===== src/rtl/axi2fta_rd_resp32_pkg.sv =====
// Shared types for the AXI R-channel to FTA response converter:
// table entry layout, FTA error codes, AXI rresp codes.
package axi2fta_rd_resp32_pkg;

   localparam int FTA_TID_W = 13;
   localparam int FTA_ADR_W = 32;

   typedef enum logic [1:0] {
      FTA_OKAY   = 2'd0,
      FTA_ERR    = 2'd1,
      FTA_DECERR = 2'd2
   } fta_err_e;

   typedef enum logic [1:0] {
      AXI_OKAY   = 2'd0,
      AXI_EXOKAY = 2'd1,
      AXI_SLVERR = 2'd2,
      AXI_DECERR = 2'd3
   } axi_rresp_e;

   typedef struct packed {
      logic                 valid;
      logic [FTA_TID_W-1:0] tid;
      logic [FTA_ADR_W-1:0] adr;
      logic [3:0]           pri;
      logic [7:0]           beat;
   } rd_track_entry_t;

   function automatic fta_err_e map_rresp(logic [1:0] r);
      fta_err_e e;
      e = FTA_OKAY;
      unique case (r)
         AXI_SLVERR: e = FTA_ERR;
         AXI_DECERR: e = FTA_DECERR;
         default:    e = FTA_OKAY;
      endcase
      return e;
   endfunction

endpackage


===== src/rtl/axi2fta_rd_resp32_if.sv =====
// Bus bundle: AR issue tracking, AXI R channel, FTA response.
// slave = converter view, master = issuer/memory/consumer view.
interface axi2fta_rd_resp32_if #(
   parameter int DATA_W = 32,
   parameter int ADR_W  = 32,
   parameter int TID_W  = 13
);
   logic              ar_issue_i;
   logic [TID_W-1:0]  ar_tid_i;
   logic [ADR_W-1:0]  ar_adr_i;
   logic [3:0]        ar_pri_i;
   logic              ar_full_o;
   logic              rvalid_i;
   logic              rready_o;
   logic [TID_W-1:0]  rid_i;
   logic [DATA_W-1:0] rdata_i;
   logic [1:0]        rresp_i;
   logic              rlast_i;
   logic              resp_ack_o;
   logic [TID_W-1:0]  resp_tid_o;
   logic [ADR_W-1:0]  resp_adr_o;
   logic [3:0]        resp_pri_o;
   logic [DATA_W-1:0] resp_dat_o;
   logic [1:0]        resp_err_o;
   logic              resp_stall_i;
   logic              orphan_o;
   logic              dup_err_o;

   modport slave (
      input  ar_issue_i, ar_tid_i, ar_adr_i, ar_pri_i,
      output ar_full_o,
      input  rvalid_i, rid_i, rdata_i, rresp_i, rlast_i,
      output rready_o,
      output resp_ack_o, resp_tid_o, resp_adr_o,
      output resp_pri_o, resp_dat_o, resp_err_o,
      input  resp_stall_i,
      output orphan_o, dup_err_o
   );

   modport master (
      output ar_issue_i, ar_tid_i, ar_adr_i, ar_pri_i,
      input  ar_full_o,
      output rvalid_i, rid_i, rdata_i, rresp_i, rlast_i,
      input  rready_o,
      input  resp_ack_o, resp_tid_o, resp_adr_o,
      input  resp_pri_o, resp_dat_o, resp_err_o,
      output resp_stall_i,
      input  orphan_o, dup_err_o
   );
endinterface


===== src/rtl/axi2fta_rd_resp32_cam.sv =====
// axi_rid_cam: combinational tid CAM over the outstanding table.
// Ports: vld_i/tid_i table view; rid/ar lookups; lowest free; full.
module axi_rid_cam #(
   parameter int TID_W = 13,
   parameter int NOUT  = 8,
   parameter int IDX_W = $clog2(NOUT)
) (
   input  logic [NOUT-1:0]  vld_i,
   input  logic [TID_W-1:0] tid_i [NOUT],
   input  logic [TID_W-1:0] rid_i,
   input  logic [TID_W-1:0] ar_tid_i,
   output logic             rid_hit_o,
   output logic [NOUT-1:0]  rid_oh_o,
   output logic [IDX_W-1:0] rid_idx_o,
   output logic             ar_hit_o,
   output logic [IDX_W-1:0] free_idx_o,
   output logic             full_o
);
   logic [NOUT-1:0] ar_oh;

   always_comb begin
      rid_oh_o   = '0;
      ar_oh      = '0;
      rid_idx_o  = '0;
      free_idx_o = '0;
      for (int i = 0; i < NOUT; i++) begin
         rid_oh_o[i] = vld_i[i] & (tid_i[i] == rid_i);
         ar_oh[i]    = vld_i[i] & (tid_i[i] == ar_tid_i);
         if (rid_oh_o[i])
            rid_idx_o = IDX_W'(i);
      end
      // descending scan leaves the lowest free index
      for (int i = NOUT - 1; i >= 0; i--) begin
         if (!vld_i[i])
            free_idx_o = IDX_W'(i);
      end
      rid_hit_o = |rid_oh_o;
      ar_hit_o  = |ar_oh;
   end

   assign full_o = &vld_i;

endmodule


===== src/rtl/axi2fta_rd_resp32.sv =====
// Tracks outstanding AXI reads and turns R beats into FTA responses.
// Ports: clk, rst (sync, active-high), bus (slave modport).
module axi2fta_rd_resp32
   import axi2fta_rd_resp32_pkg::*;
#(
   parameter int DATA_W = 32,
   parameter int ADR_W  = FTA_ADR_W,
   parameter int TID_W  = FTA_TID_W,
   parameter int NOUT   = 8
) (
   input  logic                 clk,
   input  logic                 rst,
   axi2fta_rd_resp32_if.slave   bus
);
   localparam int IDX_W = $clog2(NOUT);
   localparam int BLG   = $clog2(DATA_W / 8);

   rd_track_entry_t ent_q [NOUT];
   rd_track_entry_t ent_d [NOUT];

   logic [NOUT-1:0]  vld;
   logic [TID_W-1:0] tids [NOUT];
   logic             rid_hit;
   logic [NOUT-1:0]  rid_oh;
   logic [IDX_W-1:0] rid_idx;
   logic             ar_hit;
   logic [IDX_W-1:0] free_idx;
   logic             full;

   logic              resp_ack_q, resp_ack_d;
   logic [TID_W-1:0]  resp_tid_q, resp_tid_d;
   logic [ADR_W-1:0]  resp_adr_q, resp_adr_d;
   logic [3:0]        resp_pri_q, resp_pri_d;
   logic [DATA_W-1:0] resp_dat_q, resp_dat_d;
   logic [1:0]        resp_err_q, resp_err_d;
   logic              orphan_q, orphan_d;
   logic              dup_err_q, dup_err_d;

   logic             rready;
   logic             acc;
   logic             hold;
   logic             alloc;
   logic [ADR_W-1:0] hit_adr;
   logic [ADR_W-1:0] hit_off;

   always_comb begin
      for (int i = 0; i < NOUT; i++) begin
         vld[i]  = ent_q[i].valid;
         tids[i] = TID_W'(ent_q[i].tid);
      end
   end

   axi_rid_cam #(
      .TID_W (TID_W),
      .NOUT  (NOUT)
   ) u_cam (
      .vld_i      (vld),
      .tid_i      (tids),
      .rid_i      (bus.rid_i),
      .ar_tid_i   (bus.ar_tid_i),
      .rid_hit_o  (rid_hit),
      .rid_oh_o   (rid_oh),
      .rid_idx_o  (rid_idx),
      .ar_hit_o   (ar_hit),
      .free_idx_o (free_idx),
      .full_o     (full)
   );

   always_comb begin
      rready = ~rst & (~resp_ack_q | ~bus.resp_stall_i);
      acc    = bus.rvalid_i & rready;
      hold   = resp_ack_q & bus.resp_stall_i;
      alloc  = bus.ar_issue_i & ~full & ~ar_hit;

      hit_adr = ADR_W'(ent_q[rid_idx].adr);
      hit_off = ADR_W'(ent_q[rid_idx].beat) << BLG;

      ent_d = ent_q;
      if (alloc) begin
         ent_d[free_idx].valid = 1'b1;
         ent_d[free_idx].tid   = FTA_TID_W'(bus.ar_tid_i);
         ent_d[free_idx].adr   = FTA_ADR_W'(bus.ar_adr_i);
         ent_d[free_idx].pri   = bus.ar_pri_i;
         ent_d[free_idx].beat  = 8'd0;
      end
      // alloc targets a free slot, a hit is a live one: no overlap
      for (int i = 0; i < NOUT; i++) begin
         if (acc & rid_oh[i]) begin
            ent_d[i].beat = ent_q[i].beat + 8'd1;
            if (bus.rlast_i)
               ent_d[i].valid = 1'b0;
         end
      end

      resp_ack_d = 1'b0;
      resp_tid_d = resp_tid_q;
      resp_adr_d = resp_adr_q;
      resp_pri_d = resp_pri_q;
      resp_dat_d = resp_dat_q;
      resp_err_d = resp_err_q;
      orphan_d   = 1'b0;
      dup_err_d  = bus.ar_issue_i & ar_hit;

      if (hold) begin
         resp_ack_d = 1'b1;
      end else if (acc) begin
         resp_ack_d = 1'b1;
         resp_tid_d = bus.rid_i;
         resp_dat_d = bus.rdata_i;
         if (rid_hit) begin
            resp_adr_d = hit_adr + hit_off;
            resp_pri_d = ent_q[rid_idx].pri;
            resp_err_d = map_rresp(bus.rresp_i);
         end else begin
            resp_adr_d = '0;
            resp_pri_d = '0;
            resp_err_d = FTA_DECERR;
            orphan_d   = 1'b1;
         end
      end
   end

   always_ff @(posedge clk) begin
      if (rst) begin
         for (int i = 0; i < NOUT; i++)
            ent_q[i] <= '0;
         resp_ack_q <= 1'b0;
         resp_tid_q <= '0;
         resp_adr_q <= '0;
         resp_pri_q <= '0;
         resp_dat_q <= '0;
         resp_err_q <= '0;
         orphan_q   <= 1'b0;
         dup_err_q  <= 1'b0;
      end else begin
         ent_q      <= ent_d;
         resp_ack_q <= resp_ack_d;
         resp_tid_q <= resp_tid_d;
         resp_adr_q <= resp_adr_d;
         resp_pri_q <= resp_pri_d;
         resp_dat_q <= resp_dat_d;
         resp_err_q <= resp_err_d;
         orphan_q   <= orphan_d;
         dup_err_q  <= dup_err_d;
      end
   end

   assign bus.ar_full_o  = full;
   assign bus.rready_o   = rready;
   assign bus.resp_ack_o = resp_ack_q;
   assign bus.resp_tid_o = resp_tid_q;
   assign bus.resp_adr_o = resp_adr_q;
   assign bus.resp_pri_o = resp_pri_q;
   assign bus.resp_dat_o = resp_dat_q;
   assign bus.resp_err_o = resp_err_q;
   assign bus.orphan_o   = orphan_q;
   assign bus.dup_err_o  = dup_err_q;

endmodule


===== src/flat_wrapper.sv =====
// flat-port wrapper written by rule: the top's interface ports become plain ports
module axi2fta_rd_resp32_flat import axi2fta_rd_resp32_pkg::*;
#(
   parameter int DATA_W = 32,
   parameter int ADR_W  = FTA_ADR_W,
   parameter int TID_W  = FTA_TID_W,
   parameter int NOUT   = 8
)
  (clk, rst, bus_ar_issue_i, bus_ar_tid_i, bus_ar_adr_i, bus_ar_pri_i, bus_ar_full_o, bus_rvalid_i, bus_rid_i, bus_rdata_i, bus_rresp_i, bus_rlast_i, bus_rready_o, bus_resp_ack_o, bus_resp_tid_o, bus_resp_adr_o, bus_resp_pri_o, bus_resp_dat_o, bus_resp_err_o, bus_resp_stall_i, bus_orphan_o, bus_dup_err_o);
  axi2fta_rd_resp32_if #(.DATA_W(DATA_W), .ADR_W(ADR_W), .TID_W(TID_W)) bus_i ();
  input  logic clk;
  input  logic rst;
  input wire logic [$bits(bus_i.ar_issue_i)-1:0] bus_ar_issue_i;
  input wire logic [$bits(bus_i.ar_tid_i)-1:0] bus_ar_tid_i;
  input wire logic [$bits(bus_i.ar_adr_i)-1:0] bus_ar_adr_i;
  input wire logic [$bits(bus_i.ar_pri_i)-1:0] bus_ar_pri_i;
  output wire logic [$bits(bus_i.ar_full_o)-1:0] bus_ar_full_o;
  input wire logic [$bits(bus_i.rvalid_i)-1:0] bus_rvalid_i;
  input wire logic [$bits(bus_i.rid_i)-1:0] bus_rid_i;
  input wire logic [$bits(bus_i.rdata_i)-1:0] bus_rdata_i;
  input wire logic [$bits(bus_i.rresp_i)-1:0] bus_rresp_i;
  input wire logic [$bits(bus_i.rlast_i)-1:0] bus_rlast_i;
  output wire logic [$bits(bus_i.rready_o)-1:0] bus_rready_o;
  output wire logic [$bits(bus_i.resp_ack_o)-1:0] bus_resp_ack_o;
  output wire logic [$bits(bus_i.resp_tid_o)-1:0] bus_resp_tid_o;
  output wire logic [$bits(bus_i.resp_adr_o)-1:0] bus_resp_adr_o;
  output wire logic [$bits(bus_i.resp_pri_o)-1:0] bus_resp_pri_o;
  output wire logic [$bits(bus_i.resp_dat_o)-1:0] bus_resp_dat_o;
  output wire logic [$bits(bus_i.resp_err_o)-1:0] bus_resp_err_o;
  input wire logic [$bits(bus_i.resp_stall_i)-1:0] bus_resp_stall_i;
  output wire logic [$bits(bus_i.orphan_o)-1:0] bus_orphan_o;
  output wire logic [$bits(bus_i.dup_err_o)-1:0] bus_dup_err_o;
  assign bus_i.ar_issue_i = bus_ar_issue_i;
  assign bus_i.ar_tid_i = bus_ar_tid_i;
  assign bus_i.ar_adr_i = bus_ar_adr_i;
  assign bus_i.ar_pri_i = bus_ar_pri_i;
  assign bus_ar_full_o = bus_i.ar_full_o;
  assign bus_i.rvalid_i = bus_rvalid_i;
  assign bus_i.rid_i = bus_rid_i;
  assign bus_i.rdata_i = bus_rdata_i;
  assign bus_i.rresp_i = bus_rresp_i;
  assign bus_i.rlast_i = bus_rlast_i;
  assign bus_rready_o = bus_i.rready_o;
  assign bus_resp_ack_o = bus_i.resp_ack_o;
  assign bus_resp_tid_o = bus_i.resp_tid_o;
  assign bus_resp_adr_o = bus_i.resp_adr_o;
  assign bus_resp_pri_o = bus_i.resp_pri_o;
  assign bus_resp_dat_o = bus_i.resp_dat_o;
  assign bus_resp_err_o = bus_i.resp_err_o;
  assign bus_i.resp_stall_i = bus_resp_stall_i;
  assign bus_orphan_o = bus_i.orphan_o;
  assign bus_dup_err_o = bus_i.dup_err_o;
  axi2fta_rd_resp32 #(.DATA_W(DATA_W), .ADR_W(ADR_W), .TID_W(TID_W), .NOUT(NOUT)) u_core (.clk(clk), .rst(rst), .bus(bus_i));
endmodule

===== config.mk =====
export PLATFORM = sky130hd
export DESIGN_NAME = axi2fta_rd_resp32_flat
export DESIGN_NICKNAME = d
export VERILOG_FILES = /design/src/rtl/axi2fta_rd_resp32_pkg.sv /design/src/rtl/axi2fta_rd_resp32_if.sv /design/src/rtl/axi2fta_rd_resp32_cam.sv /design/src/rtl/axi2fta_rd_resp32.sv /design/src/flat_wrapper.sv
export SDC_FILE = /design/constraint.sdc
export NUM_CORES = 2
export LEC_CHECK = 0
export BUFFER_PORTS_ARGS = -buffer_cell sky130_fd_sc_hd__buf_2
export CORE_UTILIZATION = 40
export CTS_BUF_LIST = sky130_fd_sc_hd__clkbuf_8
export CTS_CLUSTER_DIAMETER = 100
export CTS_CLUSTER_SIZE = 10
export DETAILED_ROUTE_END_ITERATION = 16
export PLACE_DENSITY = 0.6
export SYNTH_ARGS = -nofsm -noshare
export SYNTH_HDL_FRONTEND = slang
export SYNTH_HIERARCHICAL = 1
export SYNTH_SLANG_ARGS = --single-unit

===== constraint.sdc =====
create_clock -name clk -period 7.14 [get_ports clk]
set_clock_uncertainty 0.2 [all_clocks]
set_input_delay 0.357 -clock clk [delete_from_list [all_inputs] [get_ports clk]]
set_output_delay 0.357 -clock clk [all_outputs]
set_load 0.02 [all_outputs]

**After elaboration in Yosys (flattened, before gate mapping)**

Cells that the tools add are included.

- Bits of input ports: 102
- Register bits: 550
- Output and inout port bits: 88
- Word-level logic and storage cells: 197

- Eq/ne operators: 18
- Bitwise operators: 40
- Magnitude comparators: 3
- Reduce and logical (&&, ||, !) cells: 14
- $add $sub $neg: 9
- Muxes and demuxes: 65

Operators by type and width:

| operator | number |
|---|---|
| 464-bit bitwise mux | 5 |
| 58-bit demux with 3-bit select | 5 |
| 464-bit 2-to-1 mux | 1 |
| 13-bit equality test | 16 |
| 58-bit binary-select mux with 3-bit select | 1 |
| 44-bit 2-to-1 mux | 3 |
| 8-bit 2-to-1 mux | 9 |
| 8-bit by 1-bit adder with 8-bit output (second input constant) | 8 |
| 58-bit 2-to-1 mux | 1 |
| 57-bit 2-to-1 mux | 1 |
| 3-bit 2-to-1 mux | 14 |
| 32-bit by 10-bit adder with 32-bit output | 1 |
| 32-bit 2-to-1 mux | 1 |
| 1-bit AND | 30 |
| 1-bit 2-to-1 mux | 20 |
| 2-bit nonzero test | 8 |
| 8-bit OR reduction | 2 |
| 12-bit 2-to-1 mux | 1 |
| 4-bit greater-or-equal comparator (second input constant) | 2 |
| 3-bit inverter with 4-bit output | 2 |
| 8-bit AND reduction | 1 |
| 1-bit inverter | 7 |
| 2-bit equality test (second input constant) | 2 |
| 4-bit by 1-bit < comparator with 1-bit output (second input constant) | 1 |
| other kinds (7) | 7 |

**Logic depth before layout (Yosys ltp)**

- Depth in word-level cells: 21
- Depth in mapped cells: 26
- Gate-level depth less buffers: 18

**By module**

The synthesis kept the hierarchy.

By module, submodules not included:

| module | seq. area each (um^2) | cells each | instances | area each (um^2) |
|---|---|---|---|---|
| axi2fta_rd_resp32 | 11,010.6 | 2,791 | 1 | 23,279.8 |
| axi_rid_cam | 0.0 | 342 | 1 | 2,607.5 |

**Worst setup path after synthesis**

OpenSTA, ideal clock, no wires.

- Path type: input port to flip-flop
- Start point: input port bus_rid_i[2]
- End point: register u_core.resp_adr_q[29] (netlist: u_core/bus.resp_adr_o[29])
- Path buffers: 7
- Stages on the path: 23
- Required time: 6.823 ns
- Setup slack: 1.213 ns
- Library setup time: 0.117 ns
- Arrival: 5.610 ns
- Cell sequence: buf_2 xnor2_1 nand4_1 or4_4 inv_1 nor2_1 o31ai_1 buf_2 buf_4 buf_2 buf_2 clkbuf_1 buf_2 mux4_2 mux2_2 ha_1 o211ai_1 o21ai_0 o221a_2 o211a_1 nand3_4 or3_1 a32o_1

- Elaborated cells between the ends (all ways): 30
- Classes of those cells: 1 x add/sub; 8 x eq/ne; 11 x mux; 9 x bitwise; 1 x reduce/logical

RTL lines:

| what | line | RTL |
|---|---|---|
| start: declaration | flat_wrapper.sv:19 | `input wire logic [$bits(bus_i.rid_i)-1:0] bus_rid_i;` |
| 13-bit equality test | axi2fta_rd_resp32_cam.sv:27 | `rid_oh_o[i] = vld_i[i] & (tid_i[i] == rid_i);` |
| 1-bit AND | axi2fta_rd_resp32_cam.sv:27 |  |
| net u_core.rid_oh[2] | axi2fta_rd_resp32.sv:24 | `logic [NOUT-1:0] rid_oh;` |
| 3-bit 2-to-1 mux (6 in a row) | axi2fta_rd_resp32_cam.sv:29 | `if (rid_oh_o[i])` |
| net u_core.rid_idx[1] | axi2fta_rd_resp32.sv:25 | `logic [IDX_W-1:0] rid_idx;` |
| 3-bit inverter with 4-bit output (not written as such) | axi2fta_rd_resp32.sv:75, axi2fta_rd_resp32.sv:76 |  |
| 58-bit binary-select mux with 3-bit select | axi2fta_rd_resp32.sv:75, axi2fta_rd_resp32.sv:76 |  |
| 44-bit 2-to-1 mux (not written as such) | axi2fta_rd_resp32.sv:75 | `hit_adr = ADR_W'(ent_q[rid_idx].adr);` |
| 44-bit 2-to-1 mux (not written as such) | axi2fta_rd_resp32.sv:76 | `hit_off = ADR_W'(ent_q[rid_idx].beat) << BLG;` |
| 32-bit by 10-bit adder with 32-bit output | axi2fta_rd_resp32.sv:111 | `resp_adr_d = hit_adr + hit_off;` |
| 32-bit 2-to-1 mux | axi2fta_rd_resp32.sv:110 | `if (rid_hit) begin` |
| end signal: assignment | axi2fta_rd_resp32.sv:139 | `resp_adr_q <= resp_adr_d;` |
| end: declaration | axi2fta_rd_resp32.sv:32 | `logic [ADR_W-1:0] resp_adr_q, resp_adr_d;` |

The timed path passes the listed nets, and every way through them passes these cells. The select of a mux whose other input is x is not followed.
A chain may end at the register's enable or synchronous reset.

**Worst setup path in the final report**

- Start point: input port bus_rid_i[11]
- End point: register u_core.resp_adr_q[29] (netlist: u_core/bus.resp_adr_o[29])

Same word-level chain as after synthesis.

==> flow_summary.json <==
{
  "syn_inst": 3133,
  "detail_route.vias_per_cell": 5.43,
  "die_y_um": 256,
  "synth_seq_area_share": 0.425,
  "antenna_found_initial": 5,
  "final_common_cell": "nand2_1",
  "synth_flop_cell": "dfxtp_1",
  "grt_pass1_vias": 20590,
  "cts_resized": 0,
  "powerDensity_mw_per_mm2": 192,
  "syn_avg_cell_area_sq_um": 8.26,
  "critPathBufInv": 4,
  "clk_latency_ns": 0.73,
  "grt_overflow_total": 0,
  "yosys.cell_types.count": 63,
  "max_stage_delay_ns": 0.64,
  "synth_area_sq_mm": 0.0259,
  "cp-start-kind": "input port",
  "critPathSlowestCell": "o31ai_4",
  "critPathCaptureType": "register",
  "drtIter0Drc": 2293,
  "cts.sinks": 550,
  "synth_top_area_share": 0.425,
  "crit_required_ns": 7.52,
  "crit_chain": "dlygate4sd3_1, buf_2, xnor2_1, nand4_1, or4_4, inv_1, nor2_1, o31ai_4, buf_4, mux4_2, mux2_2, ha_1, o211ai_1, o21ai_0, o221a_2, o211a_1, nand3_4, or3_1, a32o_1",
  "rsz0062_at_grt": "no",
  "r2r_slack_ns": 1.14,
  "setup_viol": 0,
  "r2r_start": "u_core/ent_q[341]$_SDFFE_PP0P_",
  "ant_nets": 0,
  "fin_crit_sh": 0.867,
  "drv_slew": 0,
  "worstSetupPathDepth": 19,
  "min_to": "u_core/bus.resp_dat_o[25]$_SDFFE_PP0P_",
  "crit_family": "compound AO/OA/AOI/OAI gates",
  "relSlewSlack": 0.242,
  "hp-class": "in2reg",
  "final_cell_mix": "nand2_1, dfxtp_1, a21oi_1",
  "cts_setup_buffers": 0,
  "synth_edf_count": 0,
  "grt_pass1_wl_um": 126000,
  "finalWeightedCongestion": 0.899,
  "tritoncts": "done",
  "dp_hpwl_um": 48900,
  "tns_ns": 0,
  "yosysWarnings": 6,
  "die-area_sq_mm": 0.0657,
  "hold_depth": 4,
  "fill_cells": 6280,
  "fmax_mhz": 162,
  "rows": 92,
  "wirelength_um": 82400,
  "hold_buffers": 105,
  "synth_nets": 3252,
  "crit_fanout": 13,
  "clk_path_buf_depth": 3,
  "multi_input_area_sq_mm": 0.0137,
  "r2r-end": "u_core/bus.resp_adr_o[29]$_SDFFE_PP0P_",
  "clk_pin_slew_worst_paths_ns": 0.08,
  "design_area_sq_mm": 0.0290,
  "ys_ff_latch": 550,
  "first_pass_iters": 5,
  "drive_gt1_frac": 0.129,
  "p_leak_nw": 9.99,
  "grt_usage": 0.242,
  "critPathKind": "in2reg",
  "core-area_sq_mm": 0.0635,
  "htreeDepth": 2,
  "io_pins": 190,
  "cts_root_buf": "clkbuf_8",
  "area_growth_pct": 12.2,
  "maxCapViolCount": 0,
  "final-hold-violation-count": 0,
  "die_x_um": 256,
  "numCtsBuffers": 61,
  "grt_max_degree": 204,
  "dpl_cell_area_sq_mm": 0.0271,
  "synth.area.top_cells": "dfxtp_1, nand2_1, a21oi_1",
  "hold_path.startpoint": "bus_rdata_i[25]",
  "initial_core_util": 0.407,
  "seq_area_sq_mm": 0.0110,
  "worst_pin_slew_ns": 1.14,
  "min_period_ns": 6.19,
  "yosysTopAreaCell": "dfxtp_1",
  "place_ws_ns": 0.902,
  "async_flop_share": 0,
  "drc": 0,
  "setup_slack_ns": 0.952,
  "detail_route.wl_per_cell_um": 20.1,
  "layout.nets": 3371,
  "peakVddDrop_uv": 141,
  "crit_arrival_ns": 6.57,
  "outcome": "complete, no violations",
  "rr_worst_depth": 17,
  "portBuffers": 189,
  "dr_total_vias": 22273
}
[layout make-up]
class / instances / share of cell area
clock buffers: 61 / 0.0289
clock inverters: 5 / 0.00168
repair buffers: 331 / 0.0800
multi-input cells: 2300 / 0.472
inverters: 8 / 0.00103
well taps: 846 / 0.0365
diodes: 4 / 0.000345
flip-flops and latches: 550 / 0.379
[layer usage]
metal | vias up | GRT usage | wire length (um)
li1 | 10735 | - | -
met1 | 10695 | 0.344 | 37800
met2 | 727 | 0.386 | 37600
met3 | 112 | 0.0302 | 5260
met4 | 4 | 0.0651 | 1640
met5 | - | 0 | 23
[how the worst max path moves through the flow]
| stage | endpoint | slack (ns) | start |
|---|---|---|---|
| after global routing | u_core/bus.resp_adr_o[29]$_SDFFE_PP0P_ | 0.78 | bus_rid_i[11] |
| after detailed placement | u_core/bus.resp_adr_o[19]$_SDFFE_PP0P_ | 0.90 | bus_rid_i[11] |
| after floorplan | u_core/bus.resp_adr_o[29]$_SDFFE_PP0P_ | 1.21 | bus_rid_i[2] |
| final | u_core/bus.resp_adr_o[29]$_SDFFE_PP0P_ | 0.95 | bus_rid_i[11] |
| after CTS | u_core/bus.resp_adr_o[29]$_SDFFE_PP0P_ | 1.10 | bus_rid_i[11] |
| after global placement | u_core/bus.resp_adr_o[29]$_SDFFE_PP0P_ | 0.97 | bus_rid_i[11] |
[where the power goes]
part           total [mW]  internal [mW]  switching [mW]
Clock                1.88          0.769            1.11
Combinational       0.541          0.202           0.339
Sequential           3.16           3.12          0.0347
[synth_stat cells, types with 3 or more instances]
master      n
nor3b_1     4
inv_1       7
or3_1       4
clkbuf_1  183
buf_6       9
a21o_1      6
dfxtp_1   550
buf_1      11
xnor2_1   217
mux4_2     72
buf_12      3
nand3_1    35
ha_1       16
mux4_1     13
and2_1      3
nand2_1   953
a21oi_1   453
nand2b_1    7
buf_2      17
a32o_1      3
o211ai_1    3
a22oi_1    18
nand3b_1   61
nand4_1    58
nor4_1     16
and3_1     19
nor2_1    146
a211oi_1   33
mux2_2     23
mux2i_1    27
nor2b_1     9
buf_4       3
nor3_1      8
xor2_1     18
o21ai_0    43
clkbuf_2   49
[worst register-to-register path: cells and delay by family (launching register included)]
| family | cells | cell delay (ns) |
|---|---|---|
| compound gates | 6 | 2.14 |
| simple gates | 5 | 1.24 |
| mux | 2 | 0.85 |
| buf+inv | 2 | 0.52 |
| flops | 1 | 0.39 |
| fa+ha+maj | 1 | 0.38 |
| xor+xnor | 1 | 0.14 |
[logic make-up (layout without fill, tap and decap cells)]
kind of cell | count (synthesis) | in the layout | share of synthesized area
other cells | 0 | 4 | 0
buf+inv | 283 | 405 | 0.0492
xor+xnor | 236 | 236 | 0.0801
flops | 550 | 550 | 0.425
simple gates | 1336 | 1336 | 0.220
compound gates | 574 | 574 | 0.119
fa+ha+maj | 17 | 17 | 0.00851
mux | 137 | 137 | 0.0973
[sequential cells by signal (all words and copies together) (netlist names), 2 cells and up]
| signal | flops |
|---|---|
| u_core/bus.resp_tid_o | 13 |
| u_core/bus.resp_err_o | 2 |
| u_core/ent_q | 464 |
| u_core/bus.resp_pri_o | 4 |
| u_core/bus.resp_dat_o | 32 |
| u_core/bus.resp_adr_o | 32 |
[through the flow]
| step | util | total power [mW] | hold slack [ns] | instances |
|---|---|---|---|---|
| finish | 0.457 | 5.58 | 0.175 | 4105 |
| global route | 0.457 | 5.79 | 0.149 | 4103 |
| CTS | 0.457 | 5.62 | 0.132 | 4101 |
| detailed placement | 0.426 | 3.71 | 0.242 | 3930 |
| global placement | 0.426 | 3.71 | 0.236 | 3930 |
| floorplan | - | 3.56 | 0.229 | 3133 |
Power figures use the tool's default switching activity.
